## src/rtl/rv32i_mc_controller.sv

```systemverilog
// Multi-cycle control FSM for the single-issue RV32I datapath: flash boot copy,
// fetch/decode/execute sequencing, illegal-opcode halt and a retired-instruction counter.
module rv32i_mc_controller #(
  parameter int WIDTH       = 32,
  parameter int RD_LATENCY  = 1,
  parameter int FLASH_WORDS = 256
) (
  input  logic             clk,
  input  logic             rst,
  input  logic             boot_en,
  input  logic             flash_valid,
  input  logic [6:0]       opcode,
  output logic             regfile_wren,
  output logic             ir_wren,
  output logic             pc_inc,
  output logic             mem_wren,
  output logic             regfile_load_from_mem,
  output logic             ram_raddr_31_20,
  output logic             flash_en,
  output logic [WIDTH-1:0] flash_addr,
  output logic             halted,
  output logic             booting,
  output logic [WIDTH-1:0] instret
);

  localparam int LAT_W = (RD_LATENCY > 1) ? $clog2(RD_LATENCY) : 1;
  localparam logic [LAT_W-1:0] LAT_LAST  = LAT_W'(RD_LATENCY - 1);
  localparam logic [WIDTH-1:0] WORD_LAST = WIDTH'(FLASH_WORDS - 1);

  localparam logic [6:0] OPC_OP     = 7'h33;
  localparam logic [6:0] OPC_OP_IMM = 7'h13;
  localparam logic [6:0] OPC_LOAD   = 7'h03;
  localparam logic [6:0] OPC_STORE  = 7'h23;

  // Bit positions inside the registered control-output bundle.
  localparam int O_RFW  = 8;
  localparam int O_IR   = 7;
  localparam int O_PC   = 6;
  localparam int O_MW   = 5;
  localparam int O_LFM  = 4;
  localparam int O_RRA  = 3;
  localparam int O_FEN  = 2;
  localparam int O_HLT  = 1;
  localparam int O_BOOT = 0;

  typedef enum logic [2:0] {
    S_IDLE   = 3'd0,
    S_BOOT   = 3'd1,
    S_FETCH  = 3'd2,
    S_DECODE = 3'd3,
    S_EXEC   = 3'd4,
    S_MEM_RD = 3'd5,
    S_MEM_WR = 3'd6,
    S_HALT   = 3'd7
  } state_t;

  state_t           state_r, state_s;
  logic [LAT_W-1:0] lat_r, lat_s;
  logic [WIDTH-1:0] word_r, word_s;
  logic [WIDTH-1:0] instret_r, instret_s;
  logic             retire_s;
  logic [8:0]       outs_r, outs_s;
  logic [WIDTH-1:0] flash_addr_r, flash_addr_s;

  // Control outputs as a pure function of a state and whether its latency window ends.
  function automatic logic [8:0] decode_outs(input state_t st, input logic last);
    logic [8:0] o;
    o = 9'b0;
    case (st)
      S_BOOT: begin
        o[O_FEN]  = 1'b1;
        o[O_BOOT] = 1'b1;
      end
      S_FETCH: begin
        if (last) begin
          o[O_IR] = 1'b1;
          o[O_PC] = 1'b1;
        end else begin
          o[O_IR] = 1'b0;
        end
      end
      S_EXEC: o[O_RFW] = 1'b1;
      S_MEM_RD: begin
        o[O_RRA] = 1'b1;
        if (last) begin
          o[O_RFW] = 1'b1;
          o[O_LFM] = 1'b1;
        end else begin
          o[O_RFW] = 1'b0;
        end
      end
      S_MEM_WR: begin
        o[O_RRA] = 1'b1;
        o[O_MW]  = 1'b1;
      end
      S_HALT:  o[O_HLT] = 1'b1;
      default: o = 9'b0;
    endcase
    return o;
  endfunction

  // Next-state, counter and retire logic; latency counter returns to 0 on any state change.
  always_comb begin
    state_s  = state_r;
    lat_s    = {LAT_W{1'b0}};
    word_s   = word_r;
    retire_s = 1'b0;
    case (state_r)
      S_IDLE: begin
        if (boot_en) state_s = S_BOOT;
        else         state_s = S_FETCH;
      end
      S_BOOT: begin
        if (flash_valid) begin
          if (word_r == WORD_LAST) begin
            state_s = S_FETCH;
            word_s  = {WIDTH{1'b0}};
          end else begin
            word_s = word_r + WIDTH'(1);
          end
        end else begin
          word_s = word_r;
        end
      end
      S_FETCH: begin
        if (lat_r == LAT_LAST) state_s = S_DECODE;
        else                   lat_s   = lat_r + LAT_W'(1);
      end
      S_DECODE: begin
        case (opcode)
          OPC_OP, OPC_OP_IMM: state_s = S_EXEC;
          OPC_LOAD:           state_s = S_MEM_RD;
          OPC_STORE:          state_s = S_MEM_WR;
          default:            state_s = S_HALT;
        endcase
      end
      S_EXEC: begin
        state_s  = S_FETCH;
        retire_s = 1'b1;
      end
      S_MEM_RD: begin
        if (lat_r == LAT_LAST) begin
          state_s  = S_FETCH;
          retire_s = 1'b1;
        end else begin
          lat_s = lat_r + LAT_W'(1);
        end
      end
      S_MEM_WR: begin
        state_s  = S_FETCH;
        retire_s = 1'b1;
      end
      S_HALT:  state_s = S_HALT;
      default: state_s = S_HALT;
    endcase

    if (retire_s) instret_s = instret_r + WIDTH'(1);
    else          instret_s = instret_r;

    // Outputs are decoded ahead from the next state so they come straight off flops.
    outs_s       = decode_outs(state_s, lat_s == LAT_LAST);
    flash_addr_s = {word_s[WIDTH-3:0], 2'b00};
  end

  // State, counters and registered outputs.
  always_ff @(posedge clk or negedge rst) begin
    if (!rst) begin
      state_r      <= S_IDLE;
      lat_r        <= {LAT_W{1'b0}};
      word_r       <= {WIDTH{1'b0}};
      instret_r    <= {WIDTH{1'b0}};
      outs_r       <= 9'b0;
      flash_addr_r <= {WIDTH{1'b0}};
    end else begin
      state_r      <= state_s;
      lat_r        <= lat_s;
      word_r       <= word_s;
      instret_r    <= instret_s;
      outs_r       <= outs_s;
      flash_addr_r <= flash_addr_s;
    end
  end

  assign regfile_wren          = outs_r[O_RFW];
  assign ir_wren               = outs_r[O_IR];
  assign pc_inc                = outs_r[O_PC];
  assign mem_wren              = outs_r[O_MW];
  assign regfile_load_from_mem = outs_r[O_LFM];
  assign ram_raddr_31_20       = outs_r[O_RRA];
  assign flash_en              = outs_r[O_FEN];
  assign halted                = outs_r[O_HLT];
  assign booting               = outs_r[O_BOOT];
  assign flash_addr            = flash_addr_r;
  assign instret               = instret_r;

endmodule
```

## config.mk

```make
export PLATFORM = sky130hd
export DESIGN_NAME = rv32i_mc_controller
export DESIGN_NICKNAME = d
export VERILOG_FILES = /design/src/rtl/rv32i_mc_controller.sv
export SDC_FILE = /design/constraint.sdc
export NUM_CORES = 1
export LEC_CHECK = 0
export BUFFER_PORTS_ARGS = -buffer_cell sky130_fd_sc_hd__buf_2
export CAP_MARGIN = 15
export CELL_PAD_IN_SITES_DETAIL_PLACEMENT = 1
export CELL_PAD_IN_SITES_GLOBAL_PLACEMENT = 2
export CORE_MARGIN = 3
export CORE_UTILIZATION = 36
export CTS_CLUSTER_DIAMETER = 200
export DETAILED_ROUTE_END_ITERATION = 8
export HOLD_SLACK_MARGIN = 0.03
export PLACE_DENSITY = 0.81
export SLEW_MARGIN = 30
export SYNTH_ARGS = -nofsm -noshare
export SYNTH_HDL_FRONTEND = slang
export SYNTH_SLANG_ARGS = --single-unit
```

## constraint.sdc

```tcl
create_clock -name clk -period 3.1 [get_ports clk]
set_clock_uncertainty 0.2 [all_clocks]
set_input_delay 0.155 -clock clk [delete_from_list [all_inputs] [get_ports clk]]
set_output_delay 0.155 -clock clk [all_outputs]
set_load 0.01 [all_outputs]
```

* Word-level counts from Yosys, hierarchy flattened
Index checks and enable logic that the tools add are counted.
** Word-level totals
- Memories :: 0
- Output and inout bits :: 73
- Input bits :: 11
- Memory bits (read-only) :: 0
- Bits in registers :: 77
- Latch bits :: 0
- Memory bits (writable) :: 0
- Word-level logic and storage cells :: 55
** Operators by class
- Multiplexer cells :: 22
- Bitwise gates (word level) :: 0
- Eq/ne operators :: 18
- Add/subtract/negate cells :: 3
- $lt $le $gt $ge :: 0
- Divide/modulo/power cells :: 0
- Reduce and logical (&&, ||, !) cells :: 6
- Shifts and indexed selects :: 0
- $mul :: 0
** Operator list (count)
- adder 32 x 1 -> 32 bit, second input constant :: 2
- 2-to-1 mux 30 bit :: 2
- == test 32 x 8 -> 1 bit, second input constant :: 1
- 2-to-1 mux 32 bit :: 1
- == test 3 bit, second input constant :: 8
- case mux 3 bit (7 select lines) :: 1
- == test 7 x 6 -> 1 bit, second input constant :: 2
- 2-to-1 mux 3 bit :: 4
- == test 3 x 2 -> 1 bit, second input constant :: 3
- 2-to-1 mux 1 bit :: 9
- OR reduction 2 bit :: 4
- == test 7 x 2 -> 1 bit, second input constant :: 1
- == test 7 x 5 -> 1 bit, second input constant :: 1
- == test 3 x 1 -> 1 bit, second input constant :: 2
- case mux 2 bit (3 select lines) :: 1
- 2-to-1 mux 2 bit :: 2
- case mux 1 bit (2 select lines) :: 2
- zero test 3 bit :: 1
- AND reduction 2 bit :: 1
- adder 1 bit, second input constant :: 1

* Logic depth before layout (Yosys ltp)
Gate-level depths: netlist of the first run.
- Depth after elaboration :: 7
- Mapped depth :: 8
- Depth with buffers taken out :: 6

* Worst setup path before layout of the first run
No wires, ideal clock.
- Path kind :: reg-to-reg
- From :: register state_r[1]
- To :: register flash_addr_r[15] (netlist: flash_addr[15])
- Path buffers :: 2
- Cell stages (with the launch flop) :: 7
- Slack :: 1114 ps
- Data arrival time :: 1662 ps
- Setup time :: 123 ps
- Required time :: 2777 ps
- Period minus slack after synthesis :: 1986 ps
- Cells stage by stage :: dfrtp_1 -> clkbuf_2 -> and4bb_2 -> buf_4 -> nand4_1 -> or4_1 -> xnor2_1
** On the way
- Word-level cells in the longest chain between the ends :: 2
** RTL lines
- start: declaration :: RTL line 57 : state_t state_r, state_s;
- start signal: assignment :: RTL line 175 : state_r <= state_s;
- == test 3 x 1 -> 1 bit :: RTL line 108 : case (state_r)
- AND reduction 2 bit (no line)
- end signal: assignment :: RTL line 173 : flash_addr_r <= {WIDTH{1'b0}};
- end signal: assignment :: RTL line 180 : flash_addr_r <= flash_addr_s;
- end: declaration :: RTL line 63 : logic [WIDTH-1:0] flash_addr_r, flash_addr_s;
No other way between the ends.
A chain may end at the register's enable or synchronous reset.

==> results of run 1 <==
[metal layers]
| layer | part of all wire [%] | track usage [%] |
|---|---|---|
| met1 | 45 | 19.4 |
| met2 | 48 | 25.1 |
| met3 | 4.8 | 3.95 |
| met4 | 1.3 | 5.09 |
| met5 | 0 | 0 |
[metrics by stage]
stage          hold WS (ns)  util [%]  setup WS, ns  area [µm²]  cells
6_report             0.0553      44.1         0.840        4170    530
5_1_grt              0.0589      44.1         0.647        4170    530
4_1_cts              0.0364      44.1         0.818        4170    530
3_5_place_dp        -0.0811      41.3         0.833        3900    512
3_3_place_gp        -0.0805      41.3         0.822        3900    512
2_1_floorplan        -0.341         -          1.11        3600    339
[flip-flops by register name (all words and copies together), names as in the netlist]
name        flops
instret        32
flash_addr     30
state_r         3
outs_r          7
word_r          2
[synth_stat cells, drive strengths merged (2+ instances only)]
cell type	instances	area [µm²]
and2	6	37.5
and3	12	75.1
and4	7	61.3
buf	38	278
dfrtp	74	1850
ha	2	25.0
inv	4	15.0
nand2	34	128
nand3	23	128
nand4	17	106
nor2	17	68.8
nor3	11	65.1
nor4	9	56.3
o21ai	6	30.0
or3	2	12.5
or4	3	26.3
xnor2	46	403
xor2	11	96.3
[worst register-to-register path, cell delays in order, from the launching register on]
cell	delay, ns
dfrtp_1	0.45
nor4_1	0.35
nand4_1	0.25
nor3_2	0.41
o22ai_1	0.23
a211oi_1	0.29
[worst max-delay path by stage]
stage                    from              to
5_1_grt            state_r[1]       outs_r[3]
3_3_place_gp   flash_addr[24]       outs_r[3]
4_1_cts        flash_addr[10]       outs_r[3]
6_report       flash_addr[24]       outs_r[3]
3_5_place_dp   flash_addr[10]       outs_r[3]
2_1_floorplan      state_r[1]  flash_addr[15]
[layout make-up]
type                            count  share of cell area, %
Sequential cell                    74                   44.4
Multi-Input combinational cell    222                   34.9
Timing Repair Buffer               86                   10.8
Tap cell                          129                   3.87
Clock buffer                        9                   2.97
Clock inverter                      6                   2.76
Inverter                            4                  0.360
[cell families (layout without fill, tap and decap cells)]
| logic type | count (synthesis) | count (layout) | synth area share, % |
|---|---|---|---|
| simple gates | 145 | 145 | 22.3 |
| flops | 74 | 74 | 51.4 |
| xor+xnor | 57 | 57 | 13.9 |
| buf+inv | 43 | 105 | 8.27 |
| compound gates | 14 | 14 | 2.71 |
| fa+ha+maj | 2 | 2 | 0.695 |
| mux | 2 | 2 | 0.591 |
| other cells | 1 | 2 | 0.104 |
[report_power, final]
group | internal [mW] | leakage (nW) | switching, mW | total, mW
Clock | 0.535 | 0.116 | 0.377 | 0.912
Combinational | 0.131 | 0.966 | 0.163 | 0.295
Sequential | 1.03 | 1.00 | 0.0844 | 1.12
==> metrics.md, run 1 <==
| Metric | Value |
|---|---|
| MaxCap Viol Count | 0 |
| # rows | 35 |
| FF-to-FF Start | flash_addr[24] |
| Wire length per cell | 15.5 µm |
| Commonest non-fill, non-tap cell in the layout | buf_2 |
| Setup Buffers After CTS | 0 |
| Highest Clock Rate | 0.442 GHz |
| P&R area growth vs syn | 15.9% |
| Vias | 2605 |
| Routability Congestion | 0.771 |
| Max-Slew Margin vs Limit | 65.6% |
| Final setup viols | 0 |
| Fill count | 1104 |
| CP Launch Type | flip-flop |
| Worst path buffer plus inverter count | 0 |
| Total CTS buffers | 9 |
| Post-CTS resize count | 0 |
| Main synth FF type | dfrtp_1 |
| Number of cells on the critical path | 5 |
| # diodes | 0 |
| Multi-input gate area | 1450 µm² |
| Asr flop ratio synth | 100% |
| Unrepaired setup endpoints after global routing | false |
| Clk root buf | clkbuf_8 |
| Vias in the first global route | 2811 |
| Die area | 11200 µm² |
| Delay-heaviest family, CP | simple AND/OR/NAND/NOR gates |
| CTS Hold Bufs | 3 |
| Final Hold Vio Count | 0 |
| Clock transition at path regs | 0.09 ns |
| Core Area | 9460 µm² |
| CP required | 3.16 ns |
| Final Net Count | 410 |
| Clock latency on the worst-skew pair | 0.35 ns |
| Status | complete, no violations |
| Antenna violations before repair | 0 |
| Cell Pwr Density | 557 nW/µm² |
| Reg-to-Reg End | outs_r[3] |
| Crit end category | flip-flop |
| Final wirelength | 8220 µm |
| CP arrival | 2.32 ns |
| DRC Markers | 0 |
| First-pass GRT wire length | 13800 µm |
| Number of cells on the worst hold path | 3 |
| Reg2Reg Depth | 5 |
| Yosys cell types | 39 |
| Yosys warns | 0 |
| CTS tree | yes |
| Share of layout cells above drive strength 1 | 26.7% |
| PortBufs | 81 |
| Final Power | 2.32 mW |
| Initial Utilization | 38.1% |
| GRT Util Overall | 15.2% |
| Worst path cell trace | nor4_1 > nand4_1 > nor3_2 > o22ai_1 > a211oi_1 |
| Die width | 106 µm |
| Critical path's slowest cell | dfrtp_1 |
| Initial DRC count | 88 |
| Most frequent cells in the layout | buf_2 (81), dfrtp_1 (74), xnor2_1 (46), nand2_1 (34), nand3_1 (22) |
| Avg Vias per Cell | 4.92 |
| Detail Route Antenna Nets | 0 |
| Slew Limit Fails | 0 |
| IO Count | 84 |
| CTS Buffer Depth | 2 |
| Grt total ovfl | 0 |
| Max stage delay on crit path | 0.45 ns |
| Clk sinks | 74 |
| CTS H-tree lvls | 3 |
| Leakage Power | 2.08 nW |
| Drt first pass iters | 4 |
| Slew @ Worst Pin | 0.512 ns |
| Period utilization | 72.9% |
| EDFF count, synth | 0 |
| Final HPWL DP | 6080 µm |
| CP Class | flip-flop to flip-flop |
| Hold Crit Class | input port to flip-flop |
| Worst Hold Path EP | state_r[0] |
| Worst hold start | boot_en |
| Synth Instances | 338 |
| #FFs+latches synth | 74 |
| Largest net degree at the start of global routing | 31 |
| Reg-to-reg slack, setup | 0.84 ns |
| CP Max Fanout | 7 |
| Die extent in y | 106 µm |
| Mapped Area | 3600 µm² |
| Syn_area_per_cell | 10.7 µm² |
| Sequential fraction of the synthesis area | 51.4% |
| Final setup TNS | 0 ns |
| Min Clock Period, post-route | 2.26 ns |
| Worst IR Drop VDD | 0.000246 V |
| FF+latch area | 1850 µm² |
(Power assumes the default switching activity.)
==> run 2, diff against run 1 <==
--- a/config.mk
+++ b/config.mk
@@ -5,16 +5,17 @@
 export SDC_FILE = /design/constraint.sdc
 export NUM_CORES = 1
 export LEC_CHECK = 0
+export ABC_AREA = 1
 export BUFFER_PORTS_ARGS = -buffer_cell sky130_fd_sc_hd__buf_2
 export CAP_MARGIN = 15
 export CELL_PAD_IN_SITES_DETAIL_PLACEMENT = 1
 export CELL_PAD_IN_SITES_GLOBAL_PLACEMENT = 2
 export CORE_MARGIN = 3
-export CORE_UTILIZATION = 36
+export CORE_UTILIZATION = 32
 export CTS_CLUSTER_DIAMETER = 200
 export DETAILED_ROUTE_END_ITERATION = 8
 export HOLD_SLACK_MARGIN = 0.03
-export PLACE_DENSITY = 0.81
+export PLACE_DENSITY = 0.77
 export SLEW_MARGIN = 30
 export SYNTH_ARGS = -nofsm -noshare
 export SYNTH_HDL_FRONTEND = slang
==> constraint.sdc (replaced) <==
create_clock -name clk -period 2.1 [get_ports clk]
set_clock_uncertainty 0.2 [all_clocks]
set_input_delay 0.105 -clock clk [delete_from_list [all_inputs] [get_ports clk]]
set_output_delay 0.105 -clock clk [all_outputs]
set_load 0.01 [all_outputs]
==> metrics.md, run 2 <==
| Metric | Value |
|---|---|
| Synth area leader | dfrtp_1 |
| # rows | 41 |
| PortBufs | 81 |
| DRC Markers | 0 |
| Fill count | 1634 |
| Reg2Reg Depth | 6 |
| Status | complete, no violations |
| Drt first pass iters | 4 |
| Share of layout cells above drive strength 1 | 25.0% |
| Most repeated cell in the gate-level netlist after synthesis | nand2_1 |
| Final Net Count | 645 |
| CTS H-tree lvls | 3 |
| Main synth FF type | dfrtp_1 |
| Commonest non-fill, non-tap cell in the layout | nand2_1 |
| Clock latency on the worst-skew pair | 0.34 ns |
| Asr flop ratio synth | 100% |
| Clk sinks | 74 |
| Worst Hold Path EP | outs_r[8] |
| Hold Crit Class | input port to flip-flop |
| Number of cells on the worst hold path | 6 |
| P&R area growth vs syn | 20.8% |
| Detail Route Antenna Nets | 0 |
| GRT Util Overall | 17.3% |
| Leakage Power | 2.67 nW |
| Final wirelength | 12200 µm |
| Synth Instances | 555 |
| FF-to-FF Start | flash_addr[17] |
| Routability Congestion | 0.841 |
| Psw | 1.26 mW |
| Ranking of synthesized cells by area | dfrtp_1 (43%), nand2_1 (10%), inv_1 (6.7%), buf_4 (6.1%), xor2_1 (5.9%) |
| Die area | 14900 µm² |
| Clock transition at path regs | 0.06 ns |
| Grt total ovfl | 0 |
| Largest net degree at the start of global routing | 43 |
| Total CTS buffers | 9 |
| Final setup TNS | 0 ns |
| Unrepaired setup endpoints after global routing | false |
| CP required | 2.12 ns |
| Reg-to-Reg End | flash_addr[19] |
| Post-synth top area share | 42.8% |
| Wire length per cell | 15.1 µm |
| Initial DRC count | 96 |
| IO Count | 84 |
| Final worst-path setup slack | 0.122 ns |
| Switching part of the total power | 30.3% |
| Final setup viols | 0 |
| Die extent in y | 122 µm |
| Antenna violations before repair | 0 |
| Min Clock Period, post-route | 1.98 ns |
| Worst IR Drop VDD | 0.000606 V |
| Cell Pwr Density | 796 nW/µm² |
| Highest Clock Rate | 0.506 GHz |
| Vias | 3765 |
| Final Hold Vio Count | 0 |
| Core Area | 12900 µm² |
| # diodes | 0 |
| Avg Vias per Cell | 4.65 |
| Core Util, Final | 40.4% |
| CP Max Fanout | 5 |
| Int Power | 2.90 mW |
| MaxCap Viol Count | 0 |
| CP Class | flip-flop to flip-flop |
| Die width | 122 µm |
| Min Hold Slack | 0.0423 ns |
| CP Launch Type | flip-flop |
| Largest register FFs | 32 |
| Most frequent cells in the layout | nand2_1 (116), buf_2 (80), inv_1 (77), dfrtp_1 (73), nor2_1 (61) |
| Final HPWL DP | 9640 µm |
| CP arrival | 2.00 ns |
| Sequential fraction of design power | 40.8% |
| Period utilization | 94.2% |
| Mapped Area | 4330 µm² |
| Vias in the first global route | 3898 |
| Syn_area_per_cell | 7.79 µm² |
| CTS Buffer Depth | 2 |
| Reg-to-reg slack, setup | 0.12 ns |
| Clk root buf | clkbuf_16 |
| Initial Utilization | 33.5% |
| First-pass GRT wire length | 20000 µm |
| Yosys cell types | 32 |
| Crit end category | flip-flop |
| Commonest cells post-synth | nand2_1 (117), inv_1 (77), dfrtp_1 (74) |
| Worst hold start | opcode[5] |
| Dpl ws | 0.0668 ns |
| Final Power | 4.16 mW |
| Sequential fraction of the synthesis area | 42.8% |
| EDFF count, synth | 0 |
| Yosys warns | 0 |
| Slew Limit Fails | 0 |
| Logic gate share of total power | 18.3% |
| CTS tree | yes |
| Clock power frac | 41.0% |
| #FFs+latches synth | 74 |
==> run 2: cell count changes in the layout (fill, tap and decap cells not counted), sizes merged, moves of 16 or more <==
cell / previous run / this run
nor3: 11 / 36
nand2: 34 / 126
xnor2: 46 / 12
nor2: 17 / 75
xor2: 11 / 29
buf: 83 / 99
inv: 5 / 84
==> run 2: worst max-delay path, stage by stage (launching register included) <==
cell	delay, ns
dfrtp_1	0.44
nand2_1	0.12
nor3_1	0.37
nand2_1	0.16
nor3_2	0.30
xor2_1	0.18
o21ai_0	0.09
==> run 2: logic make-up (layout without fill, tap and decap cells) <==
logic type,count (synthesis),count (layout),share of synthesized area (%)
buf+inv,119,200,13.4
xor+xnor,41,41,8.30
compound gates,27,27,3.24
other cells,1,2,0.0867
flops,74,74,42.8
simple gates,291,291,31.6
fa+ha+maj,2,2,0.578
==> run 2: how the worst max path moves through the flow <==
stage	from	endpoint	slack [ns]	cells after the start
4_1_cts	state_r[2]	outs_r[3]	0.02	10
5_1_grt	state_r[2]	instret[31]	0.003	11
6_report	flash_addr[17]	flash_addr[19]	0.12	6
2_1_floorplan	instret[0]	instret[12]	0.36	7
3_3_place_gp	flash_addr[17]	flash_addr[19]	0.05	6
3_5_place_dp	flash_addr[18]	flash_addr[19]	0.07	6
==> run 2: cell type report <==
class	instances	area (µm²)	area share, %
inverter	82	308	5.89
tap	172	215	4.12
clock inverter	7	100	1.92
multi-input combinational	363	1940	37.1
timing repair buffer	102	586	11.2
clock buffer	9	225	4.31
sequential	74	1850	35.5
==> run 2: power groups by stage <==
stage | logic, mW | registers [mW] | clock network [mW]
finish | 0.759 | 1.70 | 1.70
CTS | 0.732 | 1.70 | 1.76
global route | 0.860 | 1.72 | 1.82
floorplan | 0.407 | 1.75 | 0
global placement | 0.698 | 1.72 | 0
detailed placement | 0.723 | 1.72 | 0
==> run 2: metal layers <==
metal	track usage, %	vias up	wire length [µm]
li1	-	1854	-
met4	4.27	0	128
met3	5.07	11	568
met5	0	-	0
met2	28.5	66	5810
met1	22.4	1834	5700
==> run 2: through the flow <==
stage          instance area [µm²]  instances
6_report                      5220        809
5_1_grt                       5220        809
4_1_cts                       5160        806
3_5_place_dp                  4800        786
3_3_place_gp                  4800        786
2_1_floorplan                 4330        556
==> run 2: what timing repair did <==
item / 4_1_cts / 5_1_grt
gates resized for setup: 0 / 13
endpoints found under the setup margin: 0 / 10
hold buffers: 4 / 0
buffers inserted: 0 / 4
hold endpoints to repair: 82 / 0
==> run 3, diff against run 2 <==
--- a/config.mk
+++ b/config.mk
@@ -7,7 +7,6 @@
 export LEC_CHECK = 0
 export ABC_AREA = 1
 export BUFFER_PORTS_ARGS = -buffer_cell sky130_fd_sc_hd__buf_2
-export CAP_MARGIN = 15
 export CELL_PAD_IN_SITES_DETAIL_PLACEMENT = 1
 export CELL_PAD_IN_SITES_GLOBAL_PLACEMENT = 2
 export CORE_MARGIN = 3
==> constraint.sdc (replaced) <==
create_clock -name clk -period 2.1 [get_ports clk]
set_clock_uncertainty 0.2 [all_clocks]
set_input_delay 0.42 -clock clk [delete_from_list [all_inputs] [get_ports clk]]
set_output_delay 0.42 -clock clk [all_outputs]
set_load 0.01 [all_outputs]
==> metrics.md, run 3 (synthesized netlist as in run 2, its figures left out) <==
| Metric | Value |
|---|---|
| Status | complete, no violations |
| CP Launch Type | flip-flop |
| Logic gate share of total power | 17.5% |
| IO Count | 84 |
| CP Class | flip-flop to flip-flop |
| Critical path's slowest cell | dfrtp_1 |
| Vias | 3734 |
| Sequential fraction of design power | 43.3% |
| Post-route insts no fill | 807 |
| Worst IR Drop VDD | 0.000423 V |
| Avg Vias per Cell | 4.63 |
| Die area | 14900 µm² |
| Max stage delay on crit path | 0.44 ns |
| Drt first pass iters | 4 |
| Wire length per cell | 15.5 µm |
| Worst path cell trace | inv_1 > buf_4 > nor3_1 > nand4_1 > nor2_1 > nand3_1 > nand3_1 > o21ai_0 |
| P&R area growth vs syn | 19.8% |
| Number of cells on the critical path | 8 |
| Final wirelength | 12500 µm |
| Crit end category | flip-flop |
| Placed insts | 790 |
| Grt total ovfl | 0 |
| First-pass GRT wire length | 20800 µm |
| Highest Clock Rate | 0.502 GHz |
| # rows | 41 |
| Clk root buf | clkbuf_16 |
| Worst path buffer plus inverter count | 2 |
| Most frequent cells in the layout | nand2_1 (117), buf_2 (80), inv_1 (77), dfrtp_1 (74), nor2_1 (62) |
| GRT Util Overall | 17.8% |
| Hold Crit Class | input port to asynchronous set/reset pin |
| # diodes | 0 |
| CTS Buffer Depth | 2 |
| Leakage Power | 2.66 nW |
| Int Power | 2.74 mW |
| CTS tree | yes |
| Routability Congestion | 0.822 |
| Most frequent cell on the critical path | nand3_1 |
| Period utilization | 94.8% |
| DRC Markers | 0 |
| CP required | 2.12 ns |
| MaxCap Viol Count | 0 |
| Reg2Reg Depth | 8 |
| Detail Route Antenna Nets | 0 |
| Die extent in y | 122 µm |
| Final Net Count | 643 |
| CTS H-tree lvls | 3 |
| Antenna violations before repair | 0 |
| CP Max Fanout | 5 |
| Switching part of the total power | 31.0% |
| Psw | 1.23 mW |
| Largest net degree at the start of global routing | 40 |
| Commonest non-fill, non-tap cell in the layout | nand2_1 |
| Final HPWL DP | 9820 µm |
| Core Util, Final | 40.1% |
| Min Clock Period, post-route | 1.99 ns |
| Die width | 122 µm |
| PortBufs | 81 |
| Fill count | 1629 |
| Min Hold Slack | 0.266 ns |
| Core Area | 12900 µm² |
| Initial DRC count | 112 |
| Clock transition at path regs | 0.06 ns |
| Initial Utilization | 33.5% |
| Total CTS buffers | 9 |
| Cell Pwr Density | 766 nW/µm² |
| Clock power frac | 39.3% |
| Largest register FFs | 32 |
| Clock latency on the worst-skew pair | 0.34 ns |
| Delay-heaviest family, CP | simple AND/OR/NAND/NOR gates |
| CP arrival | 2.01 ns |
| Share of layout cells above drive strength 1 | 24.3% |
| Vias in the first global route | 4077 |
| Slew Limit Fails | 0 |
| Clk sinks | 74 |
| Final setup viols | 0 |
| Final Hold Vio Count | 0 |
==> run 3: cell types whose count changed in the layout (fill, tap and decap cells not counted), sizes merged <==
cell	before	now
dlygate4sd3	3	1
inv	84	83
bufinv	2	1
clkinv	1	3
==> run 3: layout make-up <==
type | instances | area [µm²] | share of cell area, %
Sequential cell | 74 | 1850 | 35.7
Timing Repair Buffer | 100 | 578 | 11.2
Clock buffer | 9 | 225 | 4.35
Inverter | 82 | 308 | 5.94
Tap cell | 172 | 215 | 4.15
Multi-Input combinational cell | 363 | 1930 | 37.3
Clock inverter | 7 | 68.8 | 1.33
==> run 3: path summary, 6_finish.rpt <==
kind	endpoint	slack (ns)	start
max in group asynchronous	instret[18]	0.84	rst
setup / recovery	word_r[31]	0.11	flash_addr[25]
hold / removal	flash_addr[22]	0.27	rst
setup reg to reg	word_r[31]	0.11	flash_addr[25]
min in group clk	state_r[0]	0.27	boot_en
hold reg to reg	instret[30]	0.31	instret[30]
==> run 3: what timing repair did <==
action	4_1_cts	5_1_grt
hold endpoints to repair	49	0
setup buffers	0	0
cloned	0	0
hold buffers	1	0
pin swaps	0	1
gates resized for setup	1	6
endpoints found under the setup margin	1	12
==> run 3: routing by layer <==
metal	global-route usage [%]	part of all wire (%)	up-vias
met3	2.95	3.3	11
met1	24.2	47	1818
li1	-	-	1852
met4	6.30	1.4	0
met2	28.8	48	53
met5	0	0	-
==> run 3: power groups by stage <==
| stage | combinational (mW) | clock [mW] | sequential (mW) |
|---|---|---|---|
| 2_1_floorplan | 0.407 | 0 | 1.75 |
| 3_3_place_gp | 0.687 | 0 | 1.74 |
| 3_5_place_dp | 0.708 | 0 | 1.74 |
| 4_1_cts | 0.712 | 1.60 | 1.72 |
| 5_1_grt | 0.795 | 1.66 | 1.74 |
| 6_report | 0.694 | 1.56 | 1.72 |
==> run 3: through the flow <==
stage / setup slack [ns] / instance area, µm² / total power [mW] / TNS [ns]
floorplan: 0.364 / 4330 / 2.16 / 0
global placement: 0.0150 / 4840 / 2.43 / 0
finish: 0.108 / 5180 / 3.97 / 0
detailed placement: -0.0124 / 4840 / 2.45 / -0.0124
CTS: 0.0449 / 5150 / 4.03 / 0
global route: -0.0134 / 5180 / 4.20 / -0.0226
==> run 3: worst reg2reg max path: stages, from the launching register on <==
cell	delay, ns
dfrtp_1	0.44
inv_1	0.09
buf_4	0.15
nor3_1	0.41
nand4_1	0.17
nor2_1	0.16
nand3_1	0.09
nand3_1	0.09
o21ai_0	0.08
